**src/rtl/stopwatch_ctrl.sv**
```systemverilog
// Stopwatch control FSM: button pulses -> run/stop/clear controls, lap snapshot and display select.
// Controls change one cycle after a button pulse. Inputs are never stalled; overlapping pulses resolve by fixed priority.
module stopwatch_ctrl #(
  parameter int LAP_CNT_W = 4
) (
  input  logic                 clk,
  input  logic                 rst,
  input  logic                 i_btn_run_stop,
  input  logic                 i_btn_clear,
  input  logic                 i_btn_lap,
  input  logic [6:0]           i_msec,
  input  logic [5:0]           i_sec,
  input  logic [5:0]           i_min,
  input  logic [4:0]           i_hour,
  output logic                 o_run,
  output logic                 o_stop,
  output logic                 o_clear,
  output logic [6:0]           o_disp_msec,
  output logic [5:0]           o_disp_sec,
  output logic [5:0]           o_disp_min,
  output logic [4:0]           o_disp_hour,
  output logic                 o_lap_hold,
  output logic [LAP_CNT_W-1:0] o_lap_cnt,
  output logic [1:0]           o_state
);

  typedef enum logic [1:0] {
    ST_STOP  = 2'd0,
    ST_RUN   = 2'd1,
    ST_CLEAR = 2'd2
  } state_t;

  state_t                 r_state;
  state_t                 w_next_state;
  logic                   w_lap_action;
  logic                   w_enter_clear;

  logic [6:0]             r_lap_msec;
  logic [5:0]             r_lap_sec;
  logic [5:0]             r_lap_min;
  logic [4:0]             r_lap_hour;
  logic                   r_lap_hold;
  logic [LAP_CNT_W-1:0]   r_lap_cnt;

  always_ff @(posedge clk or negedge rst) begin
    if (!rst) begin
      r_state <= ST_STOP;
    end else begin
      r_state <= w_next_state;
    end
  end

  always_comb begin
    w_next_state = r_state;
    w_lap_action = 1'b0;
    unique case (r_state)
      ST_STOP: begin
        if (i_btn_run_stop) begin
          w_next_state = ST_RUN;
        end else if (i_btn_clear) begin
          w_next_state = ST_CLEAR;
        end
      end
      ST_RUN: begin
        // run_stop wins over lap; clear is meaningless while running
        if (i_btn_run_stop) begin
          w_next_state = ST_STOP;
        end else if (i_btn_lap) begin
          w_lap_action = 1'b1;
        end
      end
      ST_CLEAR: begin
        w_next_state = ST_STOP;
      end
      default: begin
        w_next_state = ST_STOP;
      end
    endcase
  end

  assign w_enter_clear = (w_next_state == ST_CLEAR) && (r_state != ST_CLEAR);

  always_ff @(posedge clk or negedge rst) begin
    if (!rst) begin
      r_lap_msec <= '0;
      r_lap_sec  <= '0;
      r_lap_min  <= '0;
      r_lap_hour <= '0;
      r_lap_hold <= 1'b0;
      r_lap_cnt  <= '0;
    end else if (w_enter_clear) begin
      r_lap_msec <= '0;
      r_lap_sec  <= '0;
      r_lap_min  <= '0;
      r_lap_hour <= '0;
      r_lap_hold <= 1'b0;
      r_lap_cnt  <= '0;
    end else if (w_lap_action) begin
      if (r_lap_hold) begin
        r_lap_hold <= 1'b0;
      end else begin
        r_lap_msec <= i_msec;
        r_lap_sec  <= i_sec;
        r_lap_min  <= i_min;
        r_lap_hour <= i_hour;
        r_lap_hold <= 1'b1;
        if (r_lap_cnt != {LAP_CNT_W{1'b1}}) begin
          r_lap_cnt <= r_lap_cnt + 1'b1;
        end
      end
    end
  end

  assign o_run   = (r_state == ST_RUN);
  assign o_stop  = (r_state == ST_STOP);
  assign o_clear = (r_state == ST_CLEAR);
  assign o_state = r_state;

  assign o_lap_hold = r_lap_hold;
  assign o_lap_cnt  = r_lap_cnt;

  assign o_disp_msec = r_lap_hold ? r_lap_msec : i_msec;
  assign o_disp_sec  = r_lap_hold ? r_lap_sec  : i_sec;
  assign o_disp_min  = r_lap_hold ? r_lap_min  : i_min;
  assign o_disp_hour = r_lap_hold ? r_lap_hour : i_hour;

endmodule

```
**config.mk**
```make
export PLATFORM = sky130hd
export DESIGN_NAME = stopwatch_ctrl
export DESIGN_NICKNAME = d
export VERILOG_FILES = /design/src/rtl/stopwatch_ctrl.sv
export SDC_FILE = /design/constraint.sdc
export NUM_CORES = 1
export LEC_CHECK = 0
export BUFFER_PORTS_ARGS = -buffer_cell sky130_fd_sc_hd__clkbuf_2
export CAP_MARGIN = 5
export CORE_MARGIN = 10
export CORE_UTILIZATION = 47
export CTS_BUF_LIST = sky130_fd_sc_hd__clkbuf_16
export CTS_CLUSTER_DIAMETER = 60
export DETAILED_ROUTE_END_ITERATION = 8
export HOLD_SLACK_MARGIN = 0.06
export PLACE_DENSITY_LB_ADDON = 0.05
export RECOVER_POWER = 25
export SYNTH_ARGS = -nofsm -noshare
export SYNTH_HDL_FRONTEND = slang
export SYNTH_SLANG_ARGS = --single-unit
```
**constraint.sdc**
```tcl
create_clock -name clk -period 2.15 [get_ports clk]
set_clock_uncertainty 0.05 [all_clocks]
set_input_delay 0.1075 -clock clk [delete_from_list [all_inputs] [get_ports clk]]
set_output_delay 0.1075 -clock clk [all_outputs]
set_load 0.005 [all_outputs]
```
=== After elaboration in Yosys (flattened, before gate mapping) ===
Index checks and enable logic that the tools add are counted.

* Bits in registers: 31
* Logic and storage cells: 45

* Add/subtract/negate cells: 1
* Equal/unequal tests: 6
* Mux-type cells: 26
* Reduce and logical (&&, ||, !) cells: 5

{| class="wikitable"
|+ Operator list
! kind !! count
|-
| 6-bit two-way mux || 6
|-
| 7-bit two-way mux || 3
|-
| 4-bit two-way mux || 4
|-
| 5-bit two-way mux || 3
|-
| 1-bit two-way mux || 6
|-
| 2-bit two-way mux || 3
|-
| 4-bit by 1-bit adder with 4-bit output, second input constant || 1
|-
| 2-bit equality test, second input constant || 2
|-
| 2-bit != test, second input constant || 2
|-
| 4-bit != test, second input constant || 1
|-
| 2-bit case mux with 2 select lines || 1
|-
| 2-bit nonzero test || 2
|-
| 3-bit AND reduction || 1
|-
| 2-bit by 1-bit equality test with 1-bit output, second input constant || 1
|-
| 2-bit zero test || 1
|-
| 1-bit logical AND || 1
|}

=== Depth between registers and ports, before layout ===
Gate-level depths: netlist of run 1.

* Depth in word-level cells: 7
* Mapped depth: 6
* Gate-level depth less buffers: 4

=== Worst setup path before layout of run 1 ===
Ideal clock, no wire load.

* Kind: flip-flop to flip-flop
* Start point: register r_state[0], in the netlist o_state[0]
* End point: register r_lap_hour[0]
* Arrival time: 1,350 ps
* Slack: 629 ps
* Cell stages (with the launch flop): 7
* Buffers on the path: 3
* Clock period less this slack: 1,521 ps
* Cell sequence: dfrtp_1 > buf_6 > mux2i_1 > or3_1 > buf_6 > buf_6 > a22o_1

* Word-level cells in the longest chain between the ends: 6
* Elaborated cells on any way between the ends: 12

{| class="wikitable"
|+ RTL lines
! what !! line !! RTL
|-
| from (decl) || 33 || <nowiki>state_t r_state;</nowiki>
|-
| from (signal assigned) || 49 || <nowiki>r_state <= w_next_state;</nowiki>
|-
| 2-bit two-way mux || 60 || <nowiki>end else if (i_btn_clear) begin</nowiki>
|-
| 2-bit two-way mux || 58 || <nowiki>if (i_btn_run_stop) begin</nowiki>
|-
| 2-bit case mux with 2 select lines || 56 || <nowiki>unique case (r_state)</nowiki>
|-
| 2-bit equality test || 81 || <nowiki>assign w_enter_clear = (w_next_state == ST_CLEAR) && (r_state != ST_CLEAR);</nowiki>
|-
| 1-bit logical AND || 81 ||
|-
| 5-bit two-way mux / 2-bit nonzero test (equally long branches) || n/a ||
|-
| to (signal assigned) || 105 || <nowiki>r_lap_hour <= i_hour;</nowiki>
|-
| to (decl) || 41 || <nowiki>logic [4:0] r_lap_hour;</nowiki>
|}

Parallel ways exist; a longest one is shown, timed or not.
A chain may end at the register's enable or synchronous reset.

=== Worst setup path after layout of run 1 ===
* Start point: register r_state[0], in the netlist o_state[0]
* End point: register r_lap_hour[2]

The elaborated chain is that of the path after synthesis.

==> results of run 1 <==
area by class of cell:
| class | count | area, µm² |
|---|---|---|
| fill | 271 | 1086 |
| sequential | 31 | 775.7 |
| timing repair buffer | 66 | 336.6 |
| inverter | 3 | 11.26 |
| tap | 44 | 55.05 |
| multi-input combinational | 75 | 674.4 |
| clock buffer | 5 | 125.1 |
| clock inverter | 3 | 38.79 |
routing by layer:
| layer | track usage, % | wire, µm | up-vias | part of all wire [%] |
|---|---|---|---|---|
| li1 | - | - | 571 | - |
| met1 | 13.52 | 1625 | 572 | 43 |
| met2 | 21.15 | 1891 | 34 | 50 |
| met3 | 5.012 | 232 | 5 | 6.1 |
| met4 | 4.380 | 43 | 0 | 1.1 |
| met5 | 0 | 0 | - | 0 |
cell families (layout without fill, tap and decap cells):
family                   count (synthesis)  in the layout
flip-flops                              31             31
multiplexers                            28             28
AO/OA/AOI/OAI                           27             27
AND/OR/NAND/NOR                         18             18
buffers and inverters                   13             77
adder cells (fa/ha/maj)                  1              1
XOR/XNOR                                 1              1
placed cells by master (no fill, tap or decap):
cell type and instances:
clkbuf_2 57, dfrtp_1 31, mux2_2 24, a22o_1 24, clkbuf_16 5, clkbuf_1 5
mux2i_1 4, nor2_1 3, inv_1 3, nor2b_1 3, nand2_1 3, buf_4 3
or4b_2 1, xnor2_1 1, and4bb_2 1, or3_1 1, nand4bb_1 1, a31oi_1 1
a311oi_1 1, and3_1 1, nor3_1 1, a21o_1 1, nand2b_1 1, nand3_1 1
nor4_1 1, ha_1 1, bufinv_16 1, clkinv_1 1, clkinv_2 1, dlygate4sd3_1 1
per-stage QoR:
step | power, mW | utilization [%] | setup WS [ps] | std cells
floorplan | 1.667 | - | 628.7 | 119
global route | 2.977 | 65.00 | 236.8 | 227
finish | 2.801 | 65.00 | 368.3 | 227
detailed placement | 2.041 | 59.60 | 361.3 | 218
global placement | 2.001 | 59.60 | 424.5 | 218
CTS | 2.837 | 65.20 | 353.9 | 227
critical path, cell delays in order (launching register included):
cell and delay [ps]:
dfrtp_1 470, mux2i_1 150, or3_1 680, a22o_1 320
worst min path at each step:
stage / startpoint / end / slack [ps] / cells after the start
4_1_cts: i_btn_run_stop / o_state[0] / 100 / 3
6_report: i_btn_run_stop / o_state[0] / 110 / 3
3_3_place_gp: rst / r_lap_sec[0] / 160 / 1
3_5_place_dp: rst / r_lap_min[0] / 170 / 1
2_1_floorplan: rst / o_lap_cnt[0] / -240 / 0
5_1_grt: i_btn_run_stop / o_state[0] / 140 / 3
synthesized netlist by cell type:
cell type,count
nand2b_1,1
buf_6,4
nand2_1,3
dfrtp_1,31
a21o_1,1
or3_1,1
nor4_1,1
mux2i_1,4
a311oi_1,1
nor2b_1,3
and4bb_2,1
nand4bb_1,1
a22o_1,24
xnor2_1,1
nand3_1,1
and3_1,1
ha_1,1
buf_2,6
inv_1,3
nor3_1,1
or4b_2,1
mux2_2,24
a31oi_1,1
nor2_1,3
state kept, by name, indices dropped and copies added (netlist names):
| name | flops |
|---|---|
| r_lap_msec | 7 |
| r_lap_min | 6 |
| r_lap_sec | 6 |
| r_lap_hour | 5 |
| o_lap_cnt | 4 |
| o_state | 2 |
| o_lap_hold | 1 |
timing repair:
action                    in CTS  in global routing
setup buffers                  0                  0
hold endpoints to repair      31                  0
hold buffers                   1                  0
power groups by stage:
| stage | clock network [mW] | registers, mW | logic, mW |
|---|---|---|---|
| after global placement | 0 | 0.970 | 1.03 |
| after global routing | 0.822 | 1.01 | 1.14 |
| after floorplan | 0 | 0.932 | 0.734 |
| after detailed placement | 0 | 0.980 | 1.06 |
| final | 0.781 | 0.982 | 1.04 |
| after CTS | 0.793 | 0.978 | 1.07 |
==> out/qor.txt, run 1 <==
Total track usage: 12.40%
Final WL: 3793 µm
Max Clk Rate: 561.3 MHz
Slew @ Worst Pin: 858.4 ps
DP Area: 1849 µm²
Switching Power: 866.1 µW
Die W: 77.18 µm
Port bufs: 62
DR pass1 iterations: 4
RSZ-0062 raised after global routing: no
CP Capture Point: r_lap_hour[2]
Root Driver: clkbuf_16
Resized Gates After CTS: 0
Fraction of layout cells with a size suffix above 1: 50.82%
Total Die Area: 5956 µm²
Total of max-cap violations: 0
Yosys top cell area share: 50.49%
Final Cycle Share: 82.87%
Post-Syn Nets: 149
Initial core utilization: 49.52%
Initial antenna violation count: 0
HP Class: in -> reg
Netlist cell types: 24
Dpl hpwl: 2754 µm
VDD IR max: 565.3 µV
Power per cell area: 1389 nW/µm²
IO Pins: 63
Fin nets: 212
Tmin final: 1782 ps
Origin of the worst setup path: o_state[0]
GPL Wtd Cong: 0.7039
Die H: 77.18 µm
LEAKAGE: 1.041 nW
Vias in the first global route: 1,202
XOR/XNOR share of the synthesized area: 0.5700%
Total grt overflow: 0
Max H-tree Level: 2
Core area: 3103 µm²
Status: complete, no violations
Pint: 1.935 mW
Worst-Skew Late Latency: 270 ps
Final Instance Area: 2017 µm²
Multiplexer share of the synthesized area: 20.20%
Combinational Power Share: 37.1%
Largest net degree at the start of global routing: 32
Reg2reg setup slack: 370 ps
Final hold vios: 0
Post-synth top area cell: dfrtp_1
Synth-to-Final Area Change: 31.27%
Arrival @ worst endpoint: 1890 ps
Syn Inst Count: 119
Synth area leaders: dfrtp_1, mux2_2, a22o_1, buf_6, mux2i_1
CTS Buf Count: 5
Vias: 1,182
FF-to-FF End: r_lap_hour[2]
Kind of critical path: reg -> reg
Initial DRC count: 72
Wirelength per Cell: 16.71 µm
Mapped cell area: 1536 µm²
TritonCTS clock tree: built
Routed Antenna Nets: 0
Hold WS: 108.6 ps
Clk sink count: 31
Flop pwr share: 35.0%
Simple-Gate Fraction of Synth Area: 7.166%
WP data required: 2250 ps
CP endpoint kind: flop
Clk pwr share: 27.9%
Synth Area in Adders: 0.8143%
Syn avg cell area: 12.91 µm²
CTS max path bufs: 2
Site Rows: 20
Sequential element share of the synthesized area: 50.49%
Setup-failing EPs final: 0
Critical path startpoint category: flop
Slew headroom: 42.77%
Post-synthesis register bit count: 31
Worst-path clk slew: 50 ps
Via density: 5.207
R2R cell count: 3
Switching share of power: 30.92%
Worst r2r src: o_state[0]
Warnings, synthesis: 0
N_diodes: 0
Final slew viol count: 0
First-pass GRT wire length: 6065 µm
Crit-path max FO: 25
Synth Area in Compound Gates: 15.15%
Setup TNS: 0 ps
Drt drc: 0
Largest family of logic cells by synthesized area: multiplexers
No activity file was read; power rests on OpenSTA's default activity.
==> run 2: changes to the inputs <==
Settings changed: CORE_UTILIZATION 47 to 43.
Clock period 2.15 ns to 1.6 ns, I/O delays scaled along.
==> out/qor.txt, run 2 (synthesis gave the netlist of run 1 again) <==
Setup-failing EPs final: 0
Final hold vios: 0
Pint: 2.678 mW
Clk sink count: 31
Switching Power: 1.179 mW
Vias in the first global route: 1,392
N_diodes: 0
Flop pwr share: 34.3%
Final WL: 3967 µm
Site Rows: 21
RSZ-0062 raised after global routing: yes
WHS Path Cells: 3
Drt drc: 0
Final Cycle Share: 94.86%
Placed cells: 224
Initial antenna violation count: 0
DP Area: 1907 µm²
Kind of critical path: reg -> reg
First-pass GRT wire length: 6686 µm
Sequential Area: 775.7 µm²
Routed Antenna Nets: 0
Crit-path max FO: 6
Vias: 1,229
Place WS: 84.44 ps
Die H: 79.78 µm
Pwr Total: 3.857 mW
Port bufs: 62
GPL Wtd Cong: 0.7368
Slew @ Worst Pin: 785.7 ps
Max Clk Rate: 658.9 MHz
Post-CTS Setup Repair Bufs: 0
Initial DRC count: 61
Dpl hpwl: 2909 µm
Final slew viol count: 0
Max reg flops: 7
Arrival @ worst endpoint: 1610 ps
Wirelength per Cell: 17.03 µm
Fraction of layout cells with a size suffix above 1: 53.48%
CP endpoint kind: flop
R2R cell count: 3
DR pass1 iterations: 4
Core area: 3390 µm²
Clk pwr share: 26.9%
Tmin final: 1518 ps
LEAKAGE: 1.080 nW
Initial core utilization: 45.33%
Total grt overflow: 0
VDD IR max: 910.1 µV
Commonest cells after routing, fill and taps aside: clkbuf_2, dfrtp_1, mux2_2, a22o_1
Final Worst Setup Slack: 82.27 ps
Max H-tree Level: 2
Synth-to-Final Area Change: 35.26%
Filler instances: 283
WP data required: 1690 ps
Slew headroom: 47.62%
Top flop regs: r_lap_msec: 7 flops, r_lap_min: 6 flops, r_lap_sec: 6 flops
IO Pins: 63
Largest net degree at the start of global routing: 32
Status: complete, no violations
Area of the multi-input gates: 674.4 µm²
Power per cell area: 1856 nW/µm²
Reg with most FFs: r_lap_msec
Fin nets: 216
Final non-filler cell total: 233
Total of max-cap violations: 0
HP Class: in -> reg
CTS max path bufs: 2
Root Driver: clkbuf_16
Most common cell after layout, fill and taps aside: clkbuf_2
Combinational Power Share: 38.8%
Switching share of power: 30.56%
TritonCTS clock tree: built
Final Instance Area: 2078 µm²
Die W: 79.78 µm
Total track usage: 13.03%
Via density: 5.275
Total Die Area: 6364 µm²
Worst-Skew Late Latency: 270 ps
Critical path startpoint category: flop
Worst-path clk slew: 50 ps
CTS Buf Count: 5
[run 2: cell type report]
class | instances | area share (%)
well taps | 46 | 2.769
clock inverters | 3 | 1.866
flip-flops and latches | 31 | 37.33
inverters | 3 | 0.5418
multi-input cells | 75 | 32.45
repair buffers | 70 | 19.02
clock buffers | 5 | 6.020
[run 2: timing repair]
item / 4_1_cts / 5_1_grt
gates resized for setup: 0 / 0
endpoints found under the hold margin: 31 / 0
setup endpoints to repair: 0 / 3
hold buffers: 1 / 0
[run 2: critical path, cell delays in order (launching register included)]
cell	delay, ps
dfrtp_1	450
or4b_2	710
nand2b_1	110
mux2i_1	70
[run 2: final timing paths]
check | start | endpoint | slack, ps
setup / recovery | o_state[0] | o_lap_cnt[3] | 80
hold / removal | i_btn_run_stop | o_state[0] | 80
setup reg to reg | o_state[0] | o_lap_cnt[3] | 80
hold reg to reg | r_lap_hour[0] | r_lap_hour[0] | 440
max in group asynchronous | rst | r_lap_msec[0] | 630
min in group asynchronous | rst | o_state[0] | 380
[run 2: metal layers]
layer  track usage (%)  vias up  wire length (µm)
met1             14.31      604              1628
li1                  -      577                 -
met3             7.207        2               409
met5                 0        -                 0
met2             21.68       46              1911
met4             2.641        0                17
[run 2: power by group through the flow]
stage               clock [mW]  sequential (mW)  combinational (mW)
CTS                       1.06             1.32                1.53
global route              1.11             1.36                1.67
finish                    1.04             1.32                1.50
detailed placement           0             1.31                1.53
global placement             0             1.29                1.49
floorplan                    0             1.25               0.987
[run 2: through the flow]
stage	utilization [%]	setup TNS [ps]	hold WS (ps)
4_1_cts	61.39	0	76.10
5_1_grt	61.31	-177.4	94.82
2_1_floorplan	-	0	-265.6
3_5_place_dp	56.26	0	156.6
3_3_place_gp	56.26	0	135.1
6_report	61.31	0	75.13
==> run 3: changes to the inputs <==
Settings changed: MAX_ROUTING_LAYER set to met4.
==> out/qor.txt, run 3 (synthesis gave the netlist of run 1 again) <==
Vias in the first global route: 1,392
Tmin final: 1518 ps
Resized Gates After CTS: 0
Arrival @ worst endpoint: 1610 ps
Most common cell after layout, fill and taps aside: clkbuf_2
Total grt overflow: 0
Final Worst Setup Slack: 81.84 ps
Total Die Area: 6364 µm²
Initial antenna violation count: 0
CTS max path bufs: 2
Reg with most FFs: r_lap_msec
Final WL: 3971 µm
Final slew viol count: 0
HP Class: in -> reg
Via density: 5.283
Die W: 79.78 µm
VDD IR max: 909.9 µV
Top flop regs: r_lap_msec: 7 flops, r_lap_min: 6 flops, r_lap_sec: 6 flops
Largest net degree at the start of global routing: 32
Routed Antenna Nets: 0
Dpl hpwl: 2909 µm
Port bufs: 62
Max H-tree Level: 2
CP endpoint kind: flop
Fraction of layout cells with a size suffix above 1: 53.48%
N_diodes: 0
WP data required: 1690 ps
Slew headroom: 47.62%
Root Driver: clkbuf_16
Kind of critical path: reg -> reg
LEAKAGE: 1.080 nW
Commonest cells after routing, fill and taps aside: clkbuf_2, dfrtp_1, mux2_2, a22o_1
Vias: 1,231
Crit-path max FO: 6
Final hold vios: 0
Post-CTS Setup Repair Bufs: 0
Max reg flops: 7
Setup-failing EPs final: 0
Filler instances: 283
Status: complete, no violations
Drt drc: 0
Power per cell area: 1856 nW/µm²
DP Area: 1907 µm²
Initial DRC count: 61
DR pass1 iterations: 4
TritonCTS clock tree: built
Area of the multi-input gates: 674.4 µm²
Max Clk Rate: 658.7 MHz
Final Cycle Share: 94.88%
Wirelength per Cell: 17.04 µm
Critical path startpoint category: flop
Die H: 79.78 µm
Place WS: 84.44 ps
Clk sink count: 31
GPL Wtd Cong: 0.7458
First-pass GRT wire length: 6686 µm
Final Instance Area: 2078 µm²
Total of max-cap violations: 0
Worst-Skew Late Latency: 270 ps
IO Pins: 63
Total track usage: 13.40%
Core area: 3390 µm²
Site Rows: 21
Pwr Total: 3.858 mW
Slew @ Worst Pin: 785.6 ps
Synth-to-Final Area Change: 35.26%
CTS Buf Count: 5
Sequential Area: 775.7 µm²
Fin nets: 216
Initial core utilization: 45.33%
RSZ-0062 raised after global routing: yes
Worst-path clk slew: 50 ps
-- run 3: critical path: stages, from the launching register on --
cell      delay, ps
dfrtp_1         450
or4b_2          710
nand2b_1        110
mux2i_1          70
-- run 3: final cells by class --
| class | count | area share, % |
|---|---|---|
| flip-flops and latches | 31 | 37.33 |
| multi-input cells | 75 | 32.45 |
| repair buffers | 70 | 19.02 |
| clock buffers | 5 | 6.020 |
| well taps | 46 | 2.769 |
| clock inverters | 3 | 1.866 |
| inverters | 3 | 0.5418 |
-- run 3: worst paths after layout --
check / start / end / slack, ps / depth (start not counted)
worst min register to register: r_lap_hour[0] / r_lap_hour[0] / 440 / 1
worst min-delay path: i_btn_run_stop / o_state[0] / 70 / 3
max in group asynchronous: rst / r_lap_msec[0] / 630 / 2
min in group asynchronous: rst / o_state[0] / 380 / 2
worst max-delay path: o_state[0] / o_lap_cnt[3] / 80 / 3
worst max register to register: o_state[0] / o_lap_cnt[3] / 80 / 3
-- run 3: layer usage --
metal | track usage [%] | up-vias | routed length, µm
li1 | - | 577 | -
met4 | 2.641 | 0 | 17
met5 | - | - | 0
met2 | 21.68 | 46 | 1916
met3 | 6.194 | 2 | 346
met1 | 14.91 | 606 | 1691
-- run 3: power breakdown --
part,internal (mW),leakage [nW],total [mW],switching (mW)
registers,1.10,0.412,1.32,0.219
clock network,0.724,0.0812,1.04,0.315
logic,0.850,0.587,1.50,0.645
-- run 3: timing repair --
item / in CTS / in global routing
setup endpoints to repair: 0 / 3
hold buffers: 1 / 0
endpoints found under the hold margin: 31 / 0
-- run 3: metrics by stage --
step                      setup TNS [ps]  hold slack [ps]  instances  utilization [%]
after floorplan                        0           -265.6        119                -
after global placement                 0            135.1        224            56.26
after detailed placement               0            156.6        224            56.26
after CTS                              0            76.10        233            61.39
after global routing              -177.4            94.82        233            61.31
final                                  0            74.75        233            61.31
